## src/rtl/serial_alu_pkg.sv

```systemverilog
// serial_alu_pkg: operation codes, FSM states and code legality check for serial_alu.
package serial_alu_pkg;
    localparam logic [2:0] ALUCTL_ADD = 3'b010;
    localparam logic [2:0] ALUCTL_SUB = 3'b110;
    localparam logic [2:0] ALUCTL_AND = 3'b000;
    localparam logic [2:0] ALUCTL_OR  = 3'b001;
    localparam logic [2:0] ALUCTL_SLT = 3'b111;

    typedef enum logic [1:0] {IDLE, RUN, DONE} state_t;

    // case matches exactly, so X/Z codes fall through to illegal
    function automatic logic is_legal(input logic [2:0] code);
        case (code)
            ALUCTL_ADD, ALUCTL_SUB, ALUCTL_AND, ALUCTL_OR, ALUCTL_SLT: return 1'b1;
            default: return 1'b0;
        endcase
    endfunction
endpackage

```

## src/rtl/serial_alu_alu_digit.sv

```systemverilog
// alu_digit: combinational DIGIT-bit slice of the serial ALU (sum, logic ops, carries).
module alu_digit
    import serial_alu_pkg::*;
#(
    parameter int DIGIT = 4
) (
    input  logic [DIGIT-1:0] a_digit,
    input  logic [DIGIT-1:0] b_digit,
    input  logic             cin,
    input  logic [2:0]       op,
    output logic [DIGIT-1:0] res_digit,
    output logic             cout,
    output logic             c_msb
);
    logic [DIGIT-1:0] b_eff;
    logic [DIGIT:0]   sum;

    // SUB and SLT are the only codes with op[2] set; both add ~b with carry-in 1
    always_comb begin
        b_eff     = op[2] ? ~b_digit : b_digit;
        sum       = {1'b0, a_digit} + {1'b0, b_eff} + {{DIGIT{1'b0}}, cin};
        cout      = sum[DIGIT];
        c_msb     = sum[DIGIT-1] ^ a_digit[DIGIT-1] ^ b_eff[DIGIT-1];
        res_digit = op == ALUCTL_AND ? a_digit & b_digit :
                    op == ALUCTL_OR  ? a_digit | b_digit : sum[DIGIT-1:0];
    end
endmodule

```

## src/rtl/serial_alu.sv

```systemverilog
// serial_alu: digit-serial ALU (ADD/SUB/AND/OR/SLT), LSB first, valid/ready on both sides.
// Define ALU_OVF_EN to expose the signed-overflow output ovf.
module serial_alu
    import serial_alu_pkg::*;
#(
    parameter int WIDTH = 32,
    parameter int DIGIT = 4
) (
    input  logic             clk,
    input  logic             rst_n,
    input  logic             in_valid,
    output logic             in_ready,
    input  logic [2:0]       alucontrol,
    input  logic [WIDTH-1:0] a,
    input  logic [WIDTH-1:0] b,
    output logic             out_valid,
    input  logic             out_ready,
    output logic [WIDTH-1:0] result,
    output logic             zero,
    output logic             illegal
`ifdef ALU_OVF_EN
    ,
    output logic             ovf
`endif
);
    localparam int N  = WIDTH / DIGIT;
    localparam int CW = N > 1 ? $clog2(N) : 1;

    state_t           state, state_nx;
    logic [CW-1:0]    cnt;
    logic [WIDTH-1:0] a_q, b_q, final_res;
    logic [2:0]       op_q;
    logic             carry, cout, c_msb, ovf_w, last;
    logic [DIGIT-1:0] res_digit;

    alu_digit #(.DIGIT(DIGIT)) u_digit (
        .a_digit  (a_q[DIGIT-1:0]),
        .b_digit  (b_q[DIGIT-1:0]),
        .cin      (carry),
        .op       (op_q),
        .res_digit(res_digit),
        .cout     (cout),
        .c_msb    (c_msb)
    );

    assign in_ready  = state == IDLE;
    assign out_valid = state == DONE;

    // result doubles as the shift register that collects digits from the top
    always_comb begin
        last      = cnt == CW'(N - 1);
        ovf_w     = cout ^ c_msb;
        final_res = op_q == ALUCTL_SLT ? WIDTH'(res_digit[DIGIT-1] ^ ovf_w)
                                       : {res_digit, result[WIDTH-1:DIGIT]};
        state_nx  = state;
        case (state)
            IDLE:    state_nx = in_valid ? RUN : IDLE;
            RUN:     state_nx = (illegal || last) ? DONE : RUN;
            DONE:    state_nx = out_ready ? IDLE : DONE;
            default: state_nx = IDLE;
        endcase
    end

    // an illegal code spends one RUN cycle so its result appears one edge after accept
    always_ff @(posedge clk or negedge rst_n) begin
        if (!rst_n) begin
            state   <= IDLE;
            cnt     <= '0;
            a_q     <= '0;
            b_q     <= '0;
            op_q    <= '0;
            carry   <= 1'b0;
            result  <= '0;
            zero    <= 1'b0;
            illegal <= 1'b0;
`ifdef ALU_OVF_EN
            ovf     <= 1'b0;
`endif
        end else begin
            state <= state_nx;
            if (state == IDLE && in_valid) begin
                a_q     <= a;
                b_q     <= b;
                op_q    <= alucontrol;
                cnt     <= '0;
                carry   <= alucontrol[2];
                result  <= '0;
                zero    <= 1'b0;
                illegal <= !is_legal(alucontrol);
`ifdef ALU_OVF_EN
                ovf     <= 1'b0;
`endif
            end else if (state == RUN) begin
                if (illegal) begin
                    zero <= 1'b1;
                end else begin
                    a_q    <= a_q >> DIGIT;
                    b_q    <= b_q >> DIGIT;
                    carry  <= cout;
                    cnt    <= cnt + 1'b1;
                    result <= last ? final_res : {res_digit, result[WIDTH-1:DIGIT]};
                    if (last) zero <= final_res == '0;
`ifdef ALU_OVF_EN
                    if (last) ovf <= (op_q == ALUCTL_ADD || op_q == ALUCTL_SUB) && ovf_w;
`endif
                end
            end
        end
    end
endmodule

```

## config.mk

```make
export PLATFORM = sky130hd
export DESIGN_NAME = serial_alu
export DESIGN_NICKNAME = d
export VERILOG_FILES = /design/src/rtl/serial_alu_pkg.sv /design/src/rtl/serial_alu_alu_digit.sv /design/src/rtl/serial_alu.sv
export SDC_FILE = /design/constraint.sdc
export NUM_CORES = 1
export LEC_CHECK = 0
export ABC_CLOCK_PERIOD_IN_PS = 3700
export CAP_MARGIN = 10
export CORE_UTILIZATION = 35
export CTS_CLUSTER_SIZE = 10
export DETAILED_ROUTE_END_ITERATION = 12
export RECOVER_POWER = 50
export SLEW_MARGIN = 20
export SYNTH_ARGS = -nofsm -noshare
export SYNTH_HDL_FRONTEND = slang
export SYNTH_SLANG_ARGS = --single-unit
```

## constraint.sdc

```tcl
create_clock -name clk -period 3.7 [get_ports clk]
set_input_delay 0.37 -clock clk [delete_from_list [all_inputs] [get_ports clk]]
set_output_delay 0.37 -clock clk [all_outputs]
set_load 0.1 [all_outputs]
```

==> flow_metrics.tcl, run 1 <==
set metrics [dict create \
    status "finished, violations left" \
    violations "max-capacitance violations, max-slew violations" \
    dieHeight_um 120 \
    port_buffers 106 \
    cts_root_buf "clkbuf_16" \
    grt-ovfl-total 0 \
    synth_area_leaders "dfrtp_1 55%, mux2i_1 11%, a22o_1 7.0%" \
    post_cts_resized 0 \
    p_leak_nw 3.00 \
    cts_tree "yes" \
    syn_area_per_cell_um2 11.1 \
    synth_top_cell_by_area "dfrtp_1" \
    clock_latency_ns 0.35 \
    cp.required_ns 3.87 \
    power_density_nw_per_um2 886 \
    start_util_pct 36.2 \
    instances_no_fill 711 \
    dieArea_um2 14300 \
    yosysUniqueCellTypes 40 \
    postCtsSetupBuffers 0 \
    netlist.area_leader.share_pct 55.2 \
    fillCellCount 1252 \
    drc 0 \
    fp.dieW_um 120 \
    globalplace.congestion 0.770 \
    drive_above_1_share_pct 6.17 \
    critPathLaunchType "flip-flop" \
    critPathArrivalTime_ns 2.94 \
    rows 42 \
    cts_buffers 9 \
    num_io_pins 107 \
    crit_type "reg2reg" \
    maxCapViolCount 2 \
    drt-total-wl_um 10900 \
    cts_max_level 3 \
    hold_violations 0 \
    path_max_fanout 7 \
    endpoint_kind "flip-flop" \
    critPathSlowestCell "dfrtp_1" \
    wl_per_cell_um 15.3 \
    ir_drop_v 0.000493 \
    grt_max_degree 65 \
    syn_nets 515 \
    yosysWarnings 0 \
    first_global_vias 3645 \
    finalCritPeriodShare_pct 74.6 \
    ctsHoldBuffers 0 \
    drt-pass1-iter-count 5 \
    hold_path.class "reg2reg" \
    via_per_inst 5.04 \
    hold_ws_ns 0.485 \
    ys_seq_area_share_pct 55.2 \
    slew_headroom_pct -88.0 \
    cts_sinks 107 \
    finalNetCount 609 \
    seq_area_um2 2680 \
    fmax_mhz 362 \
    worstMarginPinSlew_ns 2.82 \
    core_region_area_um2 13400 \
    drtAntennaViolNets 0 \
    synth_edf_count 0 \
    multi_input_area_um2 2040 \
    diodes 0 \
    path_cells "xnor2_1 -> fa_1 -> inv_1 -> fa_1 -> a21o_1 -> a21oi_1 -> xnor2_1 -> xnor3_1 -> xor2_1 -> nand2_1 -> a41oi_2" \
    cp_slowest_stage_delay_ns 0.48 \
    clk_path_buf_depth 2 \
    fin_util_pct 47.7 \
    slew_violations 104 \
    grtUsageTotal_pct 16.2 \
    drt_iter0_markers 244 \
    critPathTopFamily "XOR/XNOR gates" \
    final.min_clock_period_ns 2.76 \
    report.final.setup_viol 0 \
    route.vias.total 3585 \
    synth_ff_type "dfrtp_1" \
    path_clk_slew_ns 0.07 \
    rsz0062_at_grt "false" \
    skew_ns 0.00748 \
    synth_seq_cells 107 \
    layout-area-overhead-vs-synth_pct 31.8 \
    synth_area_um2 4850 \
    syn_inst 437 \
    dp.cells 696 \
    tns_ns 0 \
    grt_pass1_wl_um 18100 \
    synthArstFlopShare_pct 100 \
    hpwl_um 7570 \
    path_buf_inv 1 \
    antenna_found_initial 0 \
]
==> per-layer routing <==
| layer | track usage [%] | up-vias | share of wire, % |
|---|---|---|---|
| li1 | - | 1752 | - |
| met3 | 3.75 | 19 | 5.7 |
| met5 | 0 | - | 0 |
| met1 | 22.0 | 1705 | 48 |
| met4 | 6.88 | 0 | 2.3 |
| met2 | 24.6 | 109 | 44 |
==> cell usage after synthesis, types with 2 or more instances <==
cell type	instances
inv_1	6
mux2i_1	55
or4_1	2
buf_2	6
mux2_2	3
a22o_1	39
nand2_1	65
nor2b_1	2
clkbuf_1	19
nand2b_1	2
a22oi_1	3
a21o_1	2
nor3_1	2
a22o_2	2
fa_1	2
ha_1	5
dfrtp_1	107
xnor2_1	2
buf_6	2
buf_1	3
a21oi_1	8
o21ai_1	26
nor4_1	7
xor2_1	5
nor2_1	11
o21ai_0	37
==> kinds of logic after synthesis <==
kind of cell	count (synthesis)	synth area share (%)
AND/OR/NAND/NOR	98	8.80
XOR/XNOR	9	2.06
adder cells (fa/ha/maj)	8	2.32
multiplexers	58	12.0
AO/OA/AOI/OAI	121	16.3
buffers and inverters	36	3.25
flip-flops	107	55.2
==> report_power, final <==
part / internal, W / total [W] / leakage, nW / switching, W
Combinational: 0.00106 / 0.00264 / 1.46 / 0.00158
Sequential: 0.00161 / 0.00196 / 1.37 / 0.000350
Clock: 0.000654 / 0.00107 / 0.165 / 0.000414
Total: 0.00332 / 0.00566 / 3.00 / 0.00235
==> final cells by class <==
cell class              instances  share of cell area (%)
flip-flops and latches        107                    41.9
multi-input cells             294                    31.9
repair buffers                113                    17.3
clock buffers                   9                    3.52
well taps                     176                    3.45
clock inverters                 6                    1.64
inverters                       6                   0.352
==> layout by cell type (no fill, tap or decap), types with 6 or more instances in the layout <==
master	instances
o21ai_0	44
nor2_1	9
mux2i_1	55
a22o_1	39
nor4_1	7
a21oi_1	7
clkbuf_16	9
buf_4	6
dfrtp_1	107
clkdlybuf4s50_1	105
o21ai_1	19
nand2_1	64
inv_1	6
==> sequential cells by signal, indices dropped and copies added (netlist names) <==
signal   cells
cnt          3
a_q         32
state        2
op_q         3
carry        1
illegal      1
result      32
zero         1
b_q         32
==> through the flow <==
| stage | area, um^2 | setup WS [ns] | total power (W) |
|---|---|---|---|
| 2_1_floorplan | 4850 | 1.16 | 0.00398 |
| 3_3_place_gp | 6070 | 1.04 | 0.00456 |
| 3_5_place_dp | 6070 | 0.948 | 0.00464 |
| 4_1_cts | 6400 | 0.935 | 0.00572 |
| 5_1_grt | 6390 | 0.572 | 0.00607 |
| 6_report | 6390 | 0.938 | 0.00566 |
==> final timing paths <==
kind | slack, ns | depth (start not counted) | start | to
worst max-delay path | 0.94 | 11 | op_q[2] | zero
worst min-delay path | 0.48 | 1 | cnt[0] | cnt[0]
worst max register to register | 0.94 | 11 | op_q[2] | zero
worst min register to register | 0.48 | 1 | cnt[0] | cnt[0]
max in group asynchronous | 1.18 | 1 | rst_n | result[29]
min in group asynchronous | 0.92 | 1 | rst_n | result[21]
Note: power is estimated with default switching activity, not from simulation.
==> run 2, diff against run 1 <==
Settings changed: ABC_CLOCK_PERIOD_IN_PS 3700 to 2250.
Clock period 3.7 ns to 2.25 ns, I/O delays scaled along.
==> run 2 against run 1 <==
The flow finishes with violations (negative setup slack). Largest cell class unchanged. Utilization is 0.77 points higher. Clock skew decreased by 0.0022 ns. Total power increased by 80%. Highest routed layer unchanged. Clock-buffer cell count is 2 higher. Worst setup slack worse by 1.2 ns.
==> flow_metrics.tcl, run 2 (synthesis results as in run 1) <==
set metrics [dict create \
    status "finished, violations left" \
    violations "negative setup slack" \
    grt-ovfl-total 0 \
    power_density_nw_per_um2 1570 \
    critPathTopFamily "XOR/XNOR gates" \
    port_buffers 106 \
    dp.cells 717 \
    rows 42 \
    critPathSlowestCell "dfrtp_1" \
    route.vias.total 3736 \
    cts_sinks 107 \
    slew_headroom_pct 3.32 \
    crit_path_start "op_q[2]" \
    drtAntennaViolNets 0 \
    worstMarginPinSlew_ns 1.45 \
    holdCritStartpoint "b[12]" \
    drt-pass1-iter-count 4 \
    num_io_pins 107 \
    final.min_clock_period_ns 2.50 \
    ir_drop_v 0.000647 \
    grt_pass1_wl_um 19000 \
    path_buf_inv 2 \
    critPathArrivalTime_ns 2.77 \
    instances_no_fill 739 \
    hold_violations 0 \
    crit_type "reg2reg" \
    diodes 0 \
    clock_latency_ns 0.35 \
    path_max_fanout 3 \
    skew_ns 0.00531 \
    tns_ns -0.456 \
    grt_max_degree 108 \
    fin_ws_ns -0.254 \
    fmax_mhz 399 \
    finalCritPeriodShare_pct 111 \
    cts_root_buf "clkbuf_16" \
    dieArea_um2 14300 \
    first_global_vias 3859 \
    fp.dieW_um 120 \
    hold_ws_ns 0.411 \
    cp_slowest_stage_delay_ns 0.43 \
    drive_above_1_share_pct 16.0 \
    cp_common_cell "xor2_1" \
    fillCellCount 1278 \
    cp.required_ns 2.52 \
    antenna_found_initial 0 \
    timing.rr.start "op_q[2]" \
    core_region_area_um2 13400 \
    path_cells "buf_6 -> xor2_1 -> buf_4 -> fa_2 -> a21o_1 -> a21oi_2 -> xnor2_1 -> xnor3_1 -> xor2_1 -> nand2_1 -> a41oi_2" \
    final_cell_mix "107 x dfrtp_1, 69 x clkdlybuf4s50_1, 64 x nand2_1" \
    cts_tree "yes" \
    drt-total-wl_um 11400 \
    hpwl_um 7720 \
    report.final.setup_viol 2 \
    drc 0 \
    globalplace.congestion 0.772 \
    endpoint_kind "flip-flop" \
    start_util_pct 36.2 \
    drt_iter0_markers 222 \
    place_area_um2 6200 \
    wl_per_cell_um 15.4 \
    layout_commonest_cell "dfrtp_1" \
    fin_util_pct 48.5 \
    final_area_um2 6490 \
    critPathLaunchType "flip-flop" \
    grtUsageTotal_pct 16.9 \
    via_per_inst 5.06 \
    hold_path.class "in2reg" \
    cts_buffers 9 \
    rsz0062_at_grt "true" \
    slew_violations 0 \
    largestRegisters "a_q: 32 flops, b_q: 32 flops, result: 32 flops" \
    path_clk_slew_ns 0.07 \
    maxCapViolCount 0 \
    clk_path_buf_depth 2 \
    cts_max_level 3 \
    p_leak_nw 3.13 \
    dieHeight_um 120 \
    layout-area-overhead-vs-synth_pct 33.9 \
    finalNetCount 636 \
]
run 2: repair_timing:
item	CTS	global route
pin swaps	1	1
hold endpoints to repair	107	0
resized for setup	3	6
hold buffers	1	0
buffers inserted	7	0
setup endpoints to repair	3	4
run 2: layout make-up:
cell class	instances	area (um^2)	area share, %
clock buffers	11	233	3.58
clock inverters	5	61.3	0.944
inverters	6	22.5	0.347
multi-input cells	294	2090	32.1
flip-flops and latches	107	2680	41.2
well taps	176	220	3.39
repair buffers	140	1190	18.4
run 2: worst register-to-register path: stages (launching register included):
cell     delay [ns]
dfrtp_1        0.43
buf_6          0.14
xor2_1         0.17
buf_4          0.14
fa_2           0.34
a21o_1         0.19
a21oi_2        0.15
xnor2_1        0.15
xnor3_1        0.26
xor2_1         0.18
nand2_1        0.09
a41oi_2        0.19
run 2: final timing paths:
| path | end | slack [ns] | cells after the start |
|---|---|---|---|
| worst max-delay path | zero | -0.25 | 11 |
| worst min-delay path | b_q[12] | 0.41 | 3 |
| worst max register to register | zero | -0.25 | 11 |
| worst min register to register | cnt[0] | 0.49 | 1 |
| max in group asynchronous | carry | 0.45 | 3 |
| min in group asynchronous | result[22] | 0.88 | 3 |
run 2: through the flow:
step                      total power [W]  setup WS (ns)
after floorplan                   0.00660         -0.169
after global placement            0.00824         -0.189
after detailed placement          0.00838         -0.265
after CTS                          0.0103         -0.254
after global routing               0.0110         -0.400
final                              0.0102         -0.254
run 2: per-layer routing:
metal / up-vias / part of all wire (%) / track usage (%)
met4: 0 / 2.2 / 6.02
met5: - / 0 / 0
li1: 1803 / - / -
met3: 14 / 5.8 / 5.56
met1: 1812 / 46 / 22.0
met2: 107 / 46 / 26.3
run 2: power by group:
part	total [W]	internal [W]	switching, W	leakage (nW)
registers	0.00319	0.00264	0.000545	1.37
logic	0.00544	0.00245	0.00299	1.63
clock network	0.00158	0.000868	0.000710	0.132
total	0.0102	0.00596	0.00424	3.13
==> run 3, diff against run 2 <==
Settings changed: CORE_MARGIN set to 2, SETUP_SLACK_MARGIN set to 0.05.
==> run 3 against run 2 <==
The flow still finishes with violations (negative setup slack). Worst setup slack worse by 0.025 ns. Register-to-register slack worse by 0.03 ns. Critical path depth unchanged. Global-route usage down 0.95 points. Clock skew about the same. Critical path type unchanged. Largest cell class unchanged. Largest power group unchanged. Highest routed layer unchanged.
==> flow_metrics.tcl, run 3 (synthesis results as in run 1) <==
set metrics [dict create \
    status "finished, violations left" \
    violations "negative setup slack" \
    route.vias.total 3656 \
    p_switching_w 0.00408 \
    power_density_nw_per_um2 1560 \
    hold_violations 0 \
    critPathSlowestCell "dfrtp_2" \
    hold_path.class "in2reg" \
    start_util_pct 35.3 \
    crit_path_start "op_q[2]" \
    final_area_um2 6460 \
    skew_ns 0.00528 \
    drt-total-wl_um 11400 \
    clk_path_buf_depth 2 \
    port_buffers 106 \
    intPower_w 0.00598 \
    cts_max_level 3 \
    switching_share_pct 40.6 \
    fin_util_pct 47.1 \
    maxCapViolCount 0 \
    path_clk_slew_ns 0.07 \
    power_frac_comb_pct 50.9 \
    dieArea_um2 14800 \
    grt_max_degree 127 \
    rows 43 \
    worst-path-stages 11 \
    largestRegisters "a_q: 32 flops, b_q: 32 flops, result: 32 flops" \
    fmax_mhz 395 \
    path_cells "xnor2_2 -> fa_2 -> inv_2 -> fa_2 -> a21o_1 -> a21oi_2 -> xnor2_1 -> xnor3_1 -> xor2_1 -> nand2_1 -> a41oi_2" \
    slew_violations 0 \
    worstMarginPinSlew_ns 1.20 \
    dieHeight_um 122 \
    r2r_setup_slack_ns -0.28 \
    drive_above_1_share_pct 14.8 \
    cp_slowest_stage_delay_ns 0.44 \
    r2r_end "zero" \
    slew_headroom_pct 20.1 \
    cts_buffers 9 \
    drt-pass1-iter-count 4 \
    cts_root_buf "clkbuf_16" \
    drt_iter0_markers 195 \
    fin_ws_ns -0.279 \
    final_cell_mix "105 x dfrtp_1, 69 x clkdlybuf4s50_1, 64 x nand2_1" \
    final.min_clock_period_ns 2.53 \
    r2r.worst_path.cells 11 \
    path_buf_inv 1 \
    place_area_um2 6150 \
    p_leak_nw 3.12 \
    clock_latency_ns 0.35 \
    cts_tree "yes" \
    critPathTopFamily "XOR/XNOR gates" \
    ir_drop_v 0.000783 \
    globalplace.congestion 0.813 \
    timing.rr.start "op_q[2]" \
    endpoint_kind "flip-flop" \
    cp.required_ns 2.52 \
    wl_per_cell_um 15.5 \
    cp_common_cell "fa_2" \
    crit_type "reg2reg" \
    cts_sinks 107 \
    clkPwrFrac_pct 17.4 \
    seqPwrFrac_pct 31.7 \
    finalCritPeriodShare_pct 112 \
    grtUsageTotal_pct 16.0 \
    antenna_found_initial 0 \
    grt-ovfl-total 0 \
    critPathLaunchType "flip-flop" \
    via_per_inst 4.97 \
    num_io_pins 107 \
    drc 0 \
    core_region_area_um2 13700 \
    finalNetCount 629 \
    rsz0062_at_grt "true" \
    fp.dieW_um 122 \
    hpwl_um 7810 \
    first_global_vias 3651 \
    tns_ns -0.497 \
    grt_pass1_wl_um 18600 \
    report.final.setup_viol 2 \
    layout_commonest_cell "dfrtp_1" \
    dp_slack_ns -0.299 \
    critPathArrivalTime_ns 2.80 \
    path_max_fanout 4 \
    drtAntennaViolNets 0 \
    layout-area-overhead-vs-synth_pct 33.3 \
    totalPowerFinal_w 0.0101 \
    crit_end "zero" \
    diodes 0 \
]
## run 3: cell count changes in the layout (fill, tap and decap cells not counted)
cell        change
clkbuf_4        -3
dfrtp_2         +2
nor4bb_1        +1
clkbuf_8        +3
buf_4           -6
dfrtp_1         -2
clkbuf_2        +1
o21ai_0         +2
o21ai_2         -2
nor4bb_4        -1
clkbuf_1        -1
clkinvlp_4      -3
bufinv_16       +1
## run 3: final cells by class
cell class	instances	area, um^2
clock buffers	12	267
clock inverters	3	68.8
fillers	1348	7260
inverters	6	22.5
multi-input cells	294	2060
flip-flops and latches	107	2680
well taps	180	225
repair buffers	133	1140
## run 3: how the worst min path moves through the flow
stage / slack, ns / cells past startpoint / endpoint / start
global route: 0.41 / 3 / b_q[26] / b[26]
detailed placement: 0.13 / 1 / result[15] / rst_n
finish: 0.42 / 3 / b_q[26] / b[26]
CTS: 0.30 / 2 / result[30] / rst_n
floorplan: -0.07 / 0 / a_q[0] / rst_n
global placement: 0.13 / 1 / result[21] / rst_n
## run 3: what timing repair did
item / CTS / global route
resized for setup: 2 / 1
hold endpoints to repair: 20 / 0
hold buffers: 1 / 0
endpoints found under the setup margin: 3 / 3
pin swaps: 1 / 0
setup buffers: 3 / 1
## run 3: routing by layer
layer | routed length, um | vias up | track usage [%] | share of wire (%)
met1 | 5370 | 1767 | 21.2 | 47
met4 | 207 | 0 | 5.53 | 1.8
met5 | 0 | - | 0 | 0
met3 | 559 | 15 | 4.31 | 4.9
li1 | - | 1788 | - | -
met2 | 5220 | 86 | 25.5 | 46
## run 3: worst register-to-register path, stage by stage (launching register included)
cell	delay (ns)
dfrtp_2	0.44
xnor2_2	0.16
fa_2	0.24
inv_2	0.04
fa_2	0.36
a21o_1	0.18
a21oi_2	0.16
xnor2_1	0.16
xnor3_1	0.25
xor2_1	0.18
nand2_1	0.09
a41oi_2	0.19
## run 3: through the flow
step                hold WS, ns  instances
floorplan               -0.0706        437
global placement          0.130        715
detailed placement        0.128        715
CTS                       0.297        734
global route              0.412        735
finish                    0.416        735
## run 3: power groups by stage
stage	clock network, W	logic, W	registers (W)
2_1_floorplan	0	0.00291	0.00369
3_3_place_gp	0	0.00497	0.00322
3_5_place_dp	0	0.00504	0.00323
4_1_cts	0.00181	0.00515	0.00320
5_1_grt	0.00189	0.00562	0.00329
6_report	0.00175	0.00512	0.00318
